==> src/rtl/multicast_bus_driver.sv <==
// multicast_bus_driver: programs a controller scan chain with IDs, then drives tagged words onto a shared bus
module multicast_bus_driver #(
    parameter int ADDRESS_WIDTH = 4,
    parameter int BITWIDTH      = 16,
    parameter int NUM_UNITS     = 4
) (
    input  logic                               clk,
    input  logic                               rstb,
    input  logic                               cfg_start,
    input  logic [NUM_UNITS*ADDRESS_WIDTH-1:0] cfg_ids,
    output logic                               program_en,
    output logic [ADDRESS_WIDTH-1:0]           scan_tag_out,
    output logic                               cfg_done,
    input  logic                               in_valid,
    input  logic [ADDRESS_WIDTH-1:0]           in_tag,
    input  logic [BITWIDTH-1:0]                in_value,
    output logic                               in_ready,
    input  logic                               stop,
    output logic                               enable,
    output logic [ADDRESS_WIDTH-1:0]           tag,
    output logic [BITWIDTH-1:0]                value,
    input  logic                               bus_ready,
    output logic [15:0]                        sent_count
);
    localparam logic [1:0] IDLE = 2'd0;
    localparam logic [1:0] PROG = 2'd1;
    localparam logic [1:0] RUN  = 2'd2;
    localparam logic [4:0] LAST = 5'(NUM_UNITS - 1);

    logic [1:0]                         state;
    logic [4:0]                         cnt;
    logic [NUM_UNITS*ADDRESS_WIDTH-1:0] ids_q;
    logic                               stop_pending;
    logic                               accept;
    logic                               done;

    // The latched table shifts up one slice per PROG cycle, so its top slice is always the next ID to send
    assign program_en   = state == PROG;
    assign scan_tag_out = program_en ? ids_q[NUM_UNITS*ADDRESS_WIDTH-1 -: ADDRESS_WIDTH] : '0;
    assign in_ready     = state == RUN && (!enable || bus_ready) && !stop_pending;
    assign accept       = in_valid && in_ready;
    assign done         = enable && bus_ready;

    // Sequencer: IDLE -> PROG for NUM_UNITS shifts -> RUN until a requested stop has drained the bus
    always_ff @(posedge clk or negedge rstb) begin
        if (!rstb) begin
            state        <= IDLE;
            cnt          <= '0;
            ids_q        <= '0;
            cfg_done     <= 1'b0;
            stop_pending <= 1'b0;
        end else begin
            cfg_done <= 1'b0;
            case (state)
                IDLE: if (cfg_start) begin
                    ids_q <= cfg_ids;
                    cnt   <= '0;
                    state <= PROG;
                end
                PROG: begin
                    ids_q <= ids_q << ADDRESS_WIDTH;
                    cnt   <= cnt + 5'd1;
                    if (cnt == LAST) begin
                        cnt      <= '0;
                        cfg_done <= 1'b1;
                        state    <= RUN;
                    end
                end
                RUN: if (stop_pending && !enable) begin
                    stop_pending <= 1'b0;
                    state        <= IDLE;
                end else if (stop) begin
                    stop_pending <= 1'b1;
                end
                default: state <= IDLE;
            endcase
        end
    end

    // Bus register: a new word replaces the old one, a completion without replacement drops enable, a stall holds
    always_ff @(posedge clk or negedge rstb) begin
        if (!rstb) begin
            enable     <= 1'b0;
            tag        <= '0;
            value      <= '0;
            sent_count <= '0;
        end else begin
            sent_count <= sent_count + {15'd0, done};
            if (accept) begin
                enable <= 1'b1;
                tag    <= in_tag;
                value  <= in_value;
            end else if (done) begin
                enable <= 1'b0;
            end
        end
    end
endmodule

==> config.mk <==
export PLATFORM = sky130hd
export DESIGN_NAME = multicast_bus_driver
export DESIGN_NICKNAME = d
export VERILOG_FILES = /design/src/rtl/multicast_bus_driver.sv
export SDC_FILE = /design/constraint.sdc
export NUM_CORES = 1
export LEC_CHECK = 0
export ABC_AREA = 0
export ABC_CLOCK_PERIOD_IN_PS = 3200
export BUFFER_PORTS_ARGS = -buffer_cell sky130_fd_sc_hd__buf_2
export CAP_MARGIN = 20
export CORE_MARGIN = 5
export CORE_UTILIZATION = 54
export CTS_CLUSTER_SIZE = 20
export DETAILED_ROUTE_END_ITERATION = 8
export GPL_TIMING_DRIVEN = 1
export HOLD_SLACK_MARGIN = 0.15
export PLACE_DENSITY = 0.84
export REMOVE_ABC_BUFFERS = 1
export SLEW_MARGIN = 20
export SYNTH_ARGS = -nofsm -noshare
export SYNTH_HDL_FRONTEND = slang
export SYNTH_SLANG_ARGS = --single-unit
==> constraint.sdc <==
create_clock -name clk -period 3.2 [get_ports clk]
set_input_delay 0 -clock clk [delete_from_list [all_inputs] [get_ports clk]]
set_output_delay 0 -clock clk [all_outputs]
set_load 0.05 [all_outputs]
==> impl_metrics.json, run 1 <==
{
  "status": "complete, no violations",
  "setup_viol": 0,
  "drt_iter0_drc": 167,
  "wirelength_um": 6800,
  "clk_latency_ps": 340,
  "tightest_slew_ps": 855,
  "min_period_ps": 2380,
  "initial_core_util_pct": 56.3,
  "numCtsBuffers": 9,
  "cp_max_fo": 21,
  "ys_ff_latch": 62,
  "cts_sinks": 62,
  "yosysTopAreaCell": "dfrtp_1",
  "dr.pass1.iters": 4,
  "maxSlewHeadroom_pct": 42.9,
  "grt_pass1_wl_um": 11000,
  "hold_viol": 0,
  "slew_viol_final": 0,
  "areaGrowthSynthToFinish_pct": 39.5,
  "cp-end-kind": "flip-flop",
  "final_area_um2": 3740,
  "yosysUniqueCellTypes": 32,
  "grt_overflow_total": 0,
  "path_class": "flip-flop to flip-flop",
  "cap_violations": 0,
  "power_mw": 3.03,
  "ant_nets": 0,
  "antenna_cells": 0,
  "post-route-period-util_pct": 74.4,
  "grt_pass1_vias": 2293,
  "ys_warn_count": 0,
  "critPathLaunchType": "flip-flop",
  "htree_levels": 3,
  "routedWlPerCell_um": 15.7,
  "cts_tree": "done",
  "synth_edf_count": 0,
  "yosys-top-cells-count": "dfrtp_1 (62), nand2_1 (25), mux2_2 (20)",
  "antenna_found_initial": 0,
  "power_density_nw_per_um2": 812,
  "synthArstFlopShare_pct": 100,
  "drc": 0,
  "layout-drive-gt1-share_pct": 34.7,
  "cts-root-buf": "clkbuf_8",
  "rsz0062_at_grt": "no",
  "grt_max_degree": 39,
  "die-area_um2": 6470,
  "place_congestion": 0.745,
  "syn_inst": 236,
  "syn_area_per_cell_um2": 11.4,
  "fin_nets": 407,
  "instances_no_fill": 433,
  "clkSlewWorstSetupHoldPaths_ps": 70,
  "fmax_ghz": 0.420,
  "hold_class": "input port to flip-flop",
  "fp-row-count": 25,
  "dp.cells": 379,
  "crit_arrival_ps": 2600,
  "clockBufferDepth": 2,
  "clock_skew_ps": 8.39,
  "viasPerCell": 5.18,
  "place_hpwl_um": 4010,
  "core_um2": 4750,
  "fp.dieH_um": 80.4,
  "yosysMostFrequentCell": "dfrtp_1",
  "synthTopCellsByArea": "dfrtp_1 (58%), mux2_2 (8.4%), and2_1 (4.2%)",
  "yosysTopAreaCellShare_pct": 57.9,
  "fin_tns_setup_ps": 0,
  "nFillCells": 337,
  "p_leak_nw": 1.93,
  "track_usage_pct": 22.8,
  "netlist_area_um2": 2680,
  "ir_drop_uv": 742,
  "postPlaceCellArea_um2": 3160,
  "routed-via-count": 2243,
  "ios": 86,
  "postCtsSetupBuffers": 0,
  "synth-seq-area-share_pct": 57.9,
  "die_width_um": 80.4,
  "synth_ff_type": "dfrtp_1",
  "port_buffers": 85,
  "worstPathRequired_ps": 3420
}
metrics by stage:
| step | hold WS, ps | util (%) | worst slack (ps) |
|---|---|---|---|
| after floorplan | -296 | - | 895 |
| after global routing | 204 | 78.6 | 634 |
| after global placement | 160 | 66.4 | 911 |
| after CTS | 162 | 78.6 | 857 |
| after detailed placement | 156 | 66.4 | 872 |
| final | 173 | 78.6 | 819 |
worst max-delay path, stage by stage (launching register included):
cell      delay [ps]
dfrtp_1          700
inv_2            280
o2111a_1         220
nand2_1          630
mux2_2           420
state kept, by name, summed over array words and instances, names as in the netlist:
register and flops:
state 2, ids_q 16, tag 4, cnt 5, sent_count 16, stop_pending 1
cfg_done 1, enable 1, value 16
per-layer routing:
layer	GRT usage [%]	up-vias	wire [um]
met3	6.95	18	393
met5	0	-	0
li1	-	1064	-
met4	11.1	0	170
met1	27.0	1086	2700
met2	37.5	75	3530
cell usage in the layout (no fill, tap or decap), types with 8 or more instances in the layout:
master | Yosys | final
mux2_2 | 20 | 20
and2_1 | 18 | 18
a31oi_1 | 13 | 13
o21ai_0 | 18 | 18
buf_2 | 4 | 85
dfrtp_1 | 62 | 62
a21oi_1 | 8 | 8
nand2_1 | 25 | 25
clkbuf_8 | 0 | 10
dlygate4sd3_1 | 0 | 39
final cells by class:
class                           count  area (um2)  share of cell area (%)
Sequential cell                    62        1550                    41.5
Tap cell                           67        83.8                    2.24
Clock inverter                      4        47.5                    1.27
Timing Repair Buffer              126         831                    22.2
Multi-Input combinational cell    158        1060                    28.4
Clock buffer                       11         141                    3.78
Inverter                            5        18.8                   0.502
worst paths after layout:
| check | from | endpoint | slack (ps) | cells after the start |
|---|---|---|---|---|
| hold reg to reg | ids_q[11]$_DFFE_PN0P_ | ids_q[11]$_DFFE_PN0P_ | 470 | 2 |
| setup reg to reg | state[0]$_DFFE_PN0P_ | tag[3]$_DFFE_PN0P_ | 820 | 4 |
| min in group asynchronous | rstb | state[1]$_DFFE_PN0P_ | 310 | 2 |
| hold / removal | cfg_start | ids_q[6]$_DFFE_PN0P_ | 170 | 3 |
| setup / recovery | state[0]$_DFFE_PN0P_ | tag[3]$_DFFE_PN0P_ | 820 | 4 |
| max in group asynchronous | rstb | sent_count[11]$_DFF_PN0_ | 2060 | 3 |
power by group:
group / internal (mW) / switching, mW
clock: 0.374 / 0.290
combinational: 0.369 / 0.840
sequential: 1.00 / 0.159
cell families after synthesis:
kind of cell    Yosys count  share of synthesized area [%]
compound gates           48                           10.9
xor+xnor                 14                           4.58
fa+ha+maj                 3                           1.40
buf+inv                  16                           2.43
flops                    62                           57.9
mux                      20                           8.41
simple gates             73                           14.4
repair_timing:
action | CTS | global route
gates resized for setup | 0 | 0
hold endpoints to repair | 76 | 0
hold buffers | 39 | 0
No activity file was read; power rests on OpenSTA's default activity.
==> run 2: changes to the inputs <==
--- a/config.mk
+++ b/config.mk
@@ -6,16 +6,16 @@
 export NUM_CORES = 1
 export LEC_CHECK = 0
 export ABC_AREA = 0
-export ABC_CLOCK_PERIOD_IN_PS = 3200
+export ABC_CLOCK_PERIOD_IN_PS = 2300
 export BUFFER_PORTS_ARGS = -buffer_cell sky130_fd_sc_hd__buf_2
 export CAP_MARGIN = 20
 export CORE_MARGIN = 5
-export CORE_UTILIZATION = 54
+export CORE_UTILIZATION = 50
 export CTS_CLUSTER_SIZE = 20
 export DETAILED_ROUTE_END_ITERATION = 8
 export GPL_TIMING_DRIVEN = 1
 export HOLD_SLACK_MARGIN = 0.15
-export PLACE_DENSITY = 0.84
+export PLACE_DENSITY = 0.79
 export REMOVE_ABC_BUFFERS = 1
 export SLEW_MARGIN = 20
 export SYNTH_ARGS = -nofsm -noshare
==> constraint.sdc (replaced) <==
create_clock -name clk -period 2.3 [get_ports clk]
set_input_delay 0 -clock clk [delete_from_list [all_inputs] [get_ports clk]]
set_output_delay 0 -clock clk [all_outputs]
set_load 0.05 [all_outputs]
==> run 2 against run 1 <==
Effect of this change:
- utilization is 4.2 points lower
- global-route usage is 2.7 points lower
- hold slack worse by 8.4 ps
- power is 45% higher
- wire length is 3.5% lower
- die area is 7.0% higher
- sequential share of layout area is 0.96 points lower
- setup slack worse by 290 ps
- sequential power is 35% higher
- final cell count is 2.1% higher
==> impl_metrics.json, run 2 (synthesis results as in run 1) <==
{
  "track_usage_pct": 20.1,
  "grt_overflow_total": 0,
  "layout-drive-gt1-share_pct": 35.5,
  "fmax_ghz": 0.565,
  "cap_violations": 0,
  "setup_viol": 0,
  "critPathLaunchType": "flip-flop",
  "final_common_cell": "buf_2",
  "numCtsBuffers": 9,
  "slew_viol_final": 0,
  "maxSlewHeadroom_pct": 51.2,
  "ant_nets": 0,
  "core_um2": 5140,
  "mostFrequentLayoutCells": "buf_2 (85), dfrtp_1 (62), dlygate4sd3_1 (40)",
  "cpMostUsedCell": "ha_1",
  "rr_endpoint": "sent_count[14]$_DFF_PN0_",
  "reg2reg_depth": 7,
  "grt_pass1_wl_um": 11200,
  "max_stage_delay_ps": 410,
  "min_to": "tag[1]$_DFFE_PN0P_",
  "power_mw": 4.40,
  "power_density_nw_per_um2": 1150,
  "routedWlPerCell_um": 14.8,
  "path_class": "flip-flop to flip-flop",
  "layout_setup_ws_ps": 529,
  "areaGrowthSynthToFinish_pct": 42.8,
  "dp_slack_ps": 546,
  "ir_drop_uv": 835,
  "hold_class": "input port to flip-flop",
  "cts_sinks": 62,
  "routed-via-count": 2225,
  "fp.dieH_um": 83.2,
  "die-area_um2": 6920,
  "crit_chain": "and2_1 > ha_1 > ha_1 > nand2_1 > or3_4 > nor3_2 > xor2_1",
  "fin_tns_setup_ps": 0,
  "cts-root-buf": "clkbuf_8",
  "cts_tree": "done",
  "viasPerCell": 5.03,
  "hold_viol": 0,
  "wirelength_um": 6560,
  "drc": 0,
  "fp-row-count": 26,
  "dp.cells": 386,
  "clk_latency_ps": 330,
  "clockBufferDepth": 2,
  "crit_arrival_ps": 2030,
  "hold_depth": 3,
  "tightest_slew_ps": 731,
  "dr.pass1.iters": 5,
  "place_congestion": 0.783,
  "p_leak_nw": 1.98,
  "whs_ps": 165,
  "die_width_um": 83.2,
  "drt_iter0_drc": 112,
  "fin_nets": 412,
  "reg_top3": "ids_q x16, sent_count x16, value x16",
  "slowest_stage": "or3_4",
  "clock_skew_ps": 6.27,
  "r2r_setup_slack_ps": 530,
  "place_hpwl_um": 4230,
  "ios": 86,
  "min-delay-start": "in_valid",
  "status": "complete, no violations",
  "r2r_start": "enable$_DFFE_PN0P_",
  "min_period_ps": 1770,
  "antenna_found_initial": 0,
  "instances_no_fill": 442,
  "grt_pass1_vias": 2370,
  "htree_levels": 3,
  "port_buffers": 85,
  "grt_max_degree": 27,
  "cp-end-kind": "flip-flop",
  "initial_core_util_pct": 52.1,
  "post-route-period-util_pct": 77.0,
  "antenna_cells": 0,
  "postCtsResizedCells": 0,
  "worstPathRequired_ps": 2560,
  "rsz0062_at_grt": "no",
  "clkSlewWorstSetupHoldPaths_ps": 70,
  "cp_max_fo": 4
}
==> run 2: cell type report <==
| class | count | area, um2 |
|---|---|---|
| flip-flops and latches | 62 | 1550 |
| well taps | 70 | 87.6 |
| inverters | 5 | 18.8 |
| repair buffers | 131 | 871 |
| fillers | 385 | 1320 |
| multi-input cells | 158 | 1060 |
| clock inverters | 3 | 65.1 |
| clock buffers | 13 | 169 |
==> run 2: per-stage QoR <==
step,util (%),instance area [um2]
after floorplan,-,2630
after detailed placement,62.1,3190
final,74.4,3820
after global routing,74.4,3820
after CTS,74.4,3820
after global placement,62.1,3190
==> run 2: repair_timing <==
item,4_1_cts,5_1_grt
hold buffers,40,0
buffers inserted,0,0
hold endpoints to repair,79,0
setup endpoints to repair,0,0
==> run 2: critical path: cells and delay by family (launching register included) <==
family	cells	cell delay [ps]
XOR/XNOR	1	160
adder cells (fa/ha/maj)	2	370
flip-flops	1	350
AND/OR/NAND/NOR	4	820
==> run 2: routing by layer <==
layer | routed length, um | GRT usage (%) | vias up
met5 | 0 | 0 | -
met4 | 153 | 9.66 | 0
met3 | 400 | 5.74 | 15
met2 | 3330 | 33.1 | 70
met1 | 2680 | 24.1 | 1065
li1 | - | - | 1075
==> run 2: where the power goes <==
group	leakage [nW]	internal [mW]	switching [mW]
clock	0.120	0.698	0.406
combinational	1.03	0.534	1.19
sequential	0.827	1.39	0.179
total	1.98	2.62	1.77
==> run 2: how the worst max path moves through the flow <==
stage	slack, ps	end	startpoint	depth (start not counted)
4_1_cts	520	sent_count[14]$_DFF_PN0_	enable$_DFFE_PN0P_	7
2_1_floorplan	-5	tag[0]$_DFFE_PN0P_	state[0]$_DFFE_PN0P_	4
6_report	530	sent_count[14]$_DFF_PN0_	enable$_DFFE_PN0P_	7
5_1_grt	450	scan_tag_out[0]	state[1]$_DFFE_PN0P_	4
3_5_place_dp	550	sent_count[14]$_DFF_PN0_	enable$_DFFE_PN0P_	7
3_3_place_gp	620	sent_count[14]$_DFF_PN0_	enable$_DFFE_PN0P_	7
==> run 3: changes to the inputs <==
--- a/config.mk
+++ b/config.mk
@@ -6,7 +6,7 @@
 export NUM_CORES = 1
 export LEC_CHECK = 0
 export ABC_AREA = 0
-export ABC_CLOCK_PERIOD_IN_PS = 2300
+export ABC_CLOCK_PERIOD_IN_PS = 1700
 export BUFFER_PORTS_ARGS = -buffer_cell sky130_fd_sc_hd__buf_2
 export CAP_MARGIN = 20
 export CORE_MARGIN = 5
==> constraint.sdc (replaced) <==
create_clock -name clk -period 1.7 [get_ports clk]
set_input_delay 0 -clock clk [delete_from_list [all_inputs] [get_ports clk]]
set_output_delay 0 -clock clk [all_outputs]
set_load 0.05 [all_outputs]
==> run 3 against run 2 <==
Effect of this change:
- highest routed layer unchanged
- global-route usage fell by 0.26 points
- maximum frequency is 11% higher
- setup slack worse by 430 ps
- critical path type unchanged
- largest power group unchanged
- largest cell class unchanged
==> impl_metrics.json, run 3 (synthesis results as in run 1) <==
{
  "setup_viol": 0,
  "power_density_nw_per_um2": 1490,
  "die_width_um": 83.2,
  "met2_usage_pct": 34.4,
  "layout-drive-gt1-share_pct": 36.9,
  "busiest_layer": "met2",
  "antenna_found_initial": 0,
  "hold_class": "input port to flip-flop",
  "die-area_um2": 6920,
  "fp-row-count": 26,
  "place_hpwl_um": 4160,
  "cts-root-buf": "clkbuf_8",
  "hold_depth": 3,
  "reg_top3": "ids_q x16, sent_count x16, value x16",
  "fp.dieH_um": 83.2,
  "use_met3_pct": 6.53,
  "wirelength_um": 6670,
  "path_class": "flip-flop to flip-flop",
  "cts_tree": "done",
  "ios": 86,
  "fmax_ghz": 0.624,
  "clkSlewWorstSetupHoldPaths_ps": 70,
  "clock_skew_ps": 5.63,
  "drc": 0,
  "min_period_ps": 1600,
  "mostFrequentLayoutCells": "buf_2 (84), dfrtp_1 (62), dlygate4sd3_1 (40)",
  "slew_viol_final": 0,
  "tightest_slew_ps": 359,
  "multi_input_area_um2": 1090,
  "fin_nets": 415,
  "viasPerCell": 5.05,
  "rr_endpoint": "sent_count[14]$_DFF_PN0_",
  "hold_viol": 0,
  "nFillCells": 390,
  "clockBufferDepth": 2,
  "crit_arrival_ps": 1850,
  "routed-via-count": 2241,
  "port_buffers": 85,
  "cp-end-kind": "flip-flop",
  "r2r_setup_slack_ps": 100,
  "worstPathRequired_ps": 1950,
  "rsz0062_at_grt": "yes",
  "power_mw": 5.76,
  "track_usage_pct": 19.8,
  "initial_core_util_pct": 52.1,
  "drt_iter0_drc": 69,
  "grtUsageMet1_pct": 23.0,
  "place_congestion": 0.723,
  "areaGrowthSynthToFinish_pct": 43.9,
  "reg2reg_depth": 7,
  "seqCellArea_um2": 1550,
  "grt_pass1_vias": 2404,
  "routedWlPerCell_um": 15.0,
  "maxSlewHeadroom_pct": 75.9,
  "critPathLaunchType": "flip-flop",
  "grt_overflow_total": 0,
  "ant_nets": 0,
  "ir_drop_uv": 1370,
  "post-route-period-util_pct": 94.3,
  "cts_sinks": 62,
  "cap_violations": 0,
  "htree_levels": 3,
  "core_um2": 5140,
  "grt_pass1_wl_um": 11100,
  "cp_max_fo": 4,
  "r2r_start": "enable$_DFFE_PN0P_",
  "final_common_cell": "buf_2",
  "clk_latency_ps": 330,
  "grt_max_degree": 63,
  "dr.pass1.iters": 4,
  "p_leak_nw": 2.00,
  "min-delay-start": "cfg_start",
  "numCtsBuffers": 9,
  "min_to": "ids_q[4]$_DFFE_PN0P_",
  "status": "complete, no violations",
  "antenna_cells": 0,
  "fin_util_pct": 75.0
}
-- run 3: stage by stage --
step	hold slack, ps	area, um2	TNS [ps]	worst slack (ps)	instances
3_5_place_dp	32.7	3240	0	33.7	389
2_1_floorplan	-296	2630	-16070	-605	225
5_1_grt	217	3850	-15.5	-15.5	444
6_report	197	3850	0	97.3	444
4_1_cts	182	3830	0	13.7	444
3_3_place_gp	34.9	3240	0	82.9	389
-- run 3: worst max-delay path, cell delays in order, from the launching register on --
cell and delay [ps]:
dfrtp_1 350, and2_1 130, ha_1 160, ha_2 180, nand2_1 70, or3_4 380, nor3_4 130, xor2_1 140
-- run 3: what timing repair did --
item                                    in CTS  in global routing
hold buffers                                40                  0
pin swaps                                    0                  3
gates resized for setup                      1                  7
setup buffers                                0                  0
hold endpoints to repair                   101                  0
endpoints found under the setup margin       1                  6
-- run 3: area by class of cell --
type | count | area share [%]
clock buffer | 15 | 4.84
inverter | 5 | 0.487
multi-input combinational | 158 | 28.3
sequential | 62 | 40.2
tap | 70 | 2.27
timing repair buffer | 134 | 23.9
-- run 3: power by group --
part           switching, mW  total, mW  internal, mW  leakage [nW]
Clock                  0.523       1.21         0.683        0.0958
Combinational           1.64       2.42         0.778          1.08
Sequential             0.251       2.14          1.88         0.827
-- run 3: worst max path at each step --
| stage | start | endpoint | slack, ps | cells after the start |
|---|---|---|---|---|
| after global placement | enable$_DFFE_PN0P_ | sent_count[14]$_DFF_PN0_ | 80 | 7 |
| after CTS | enable$_DFFE_PN0P_ | sent_count[14]$_DFF_PN0_ | 10 | 7 |
| after detailed placement | enable$_DFFE_PN0P_ | sent_count[14]$_DFF_PN0_ | 30 | 7 |
| after global routing | enable$_DFFE_PN0P_ | sent_count[14]$_DFF_PN0_ | -20 | 7 |
| after floorplan | state[0]$_DFFE_PN0P_ | tag[0]$_DFFE_PN0P_ | -600 | 4 |
| final | enable$_DFFE_PN0P_ | sent_count[14]$_DFF_PN0_ | 100 | 7 |
-- run 3: routing by layer --
layer / vias up / part of all wire [%]
met5: - / 0
met4: 0 / 1.9
met3: 11 / 5.8
met2: 67 / 52
met1: 1084 / 40
li1: 1079 / -
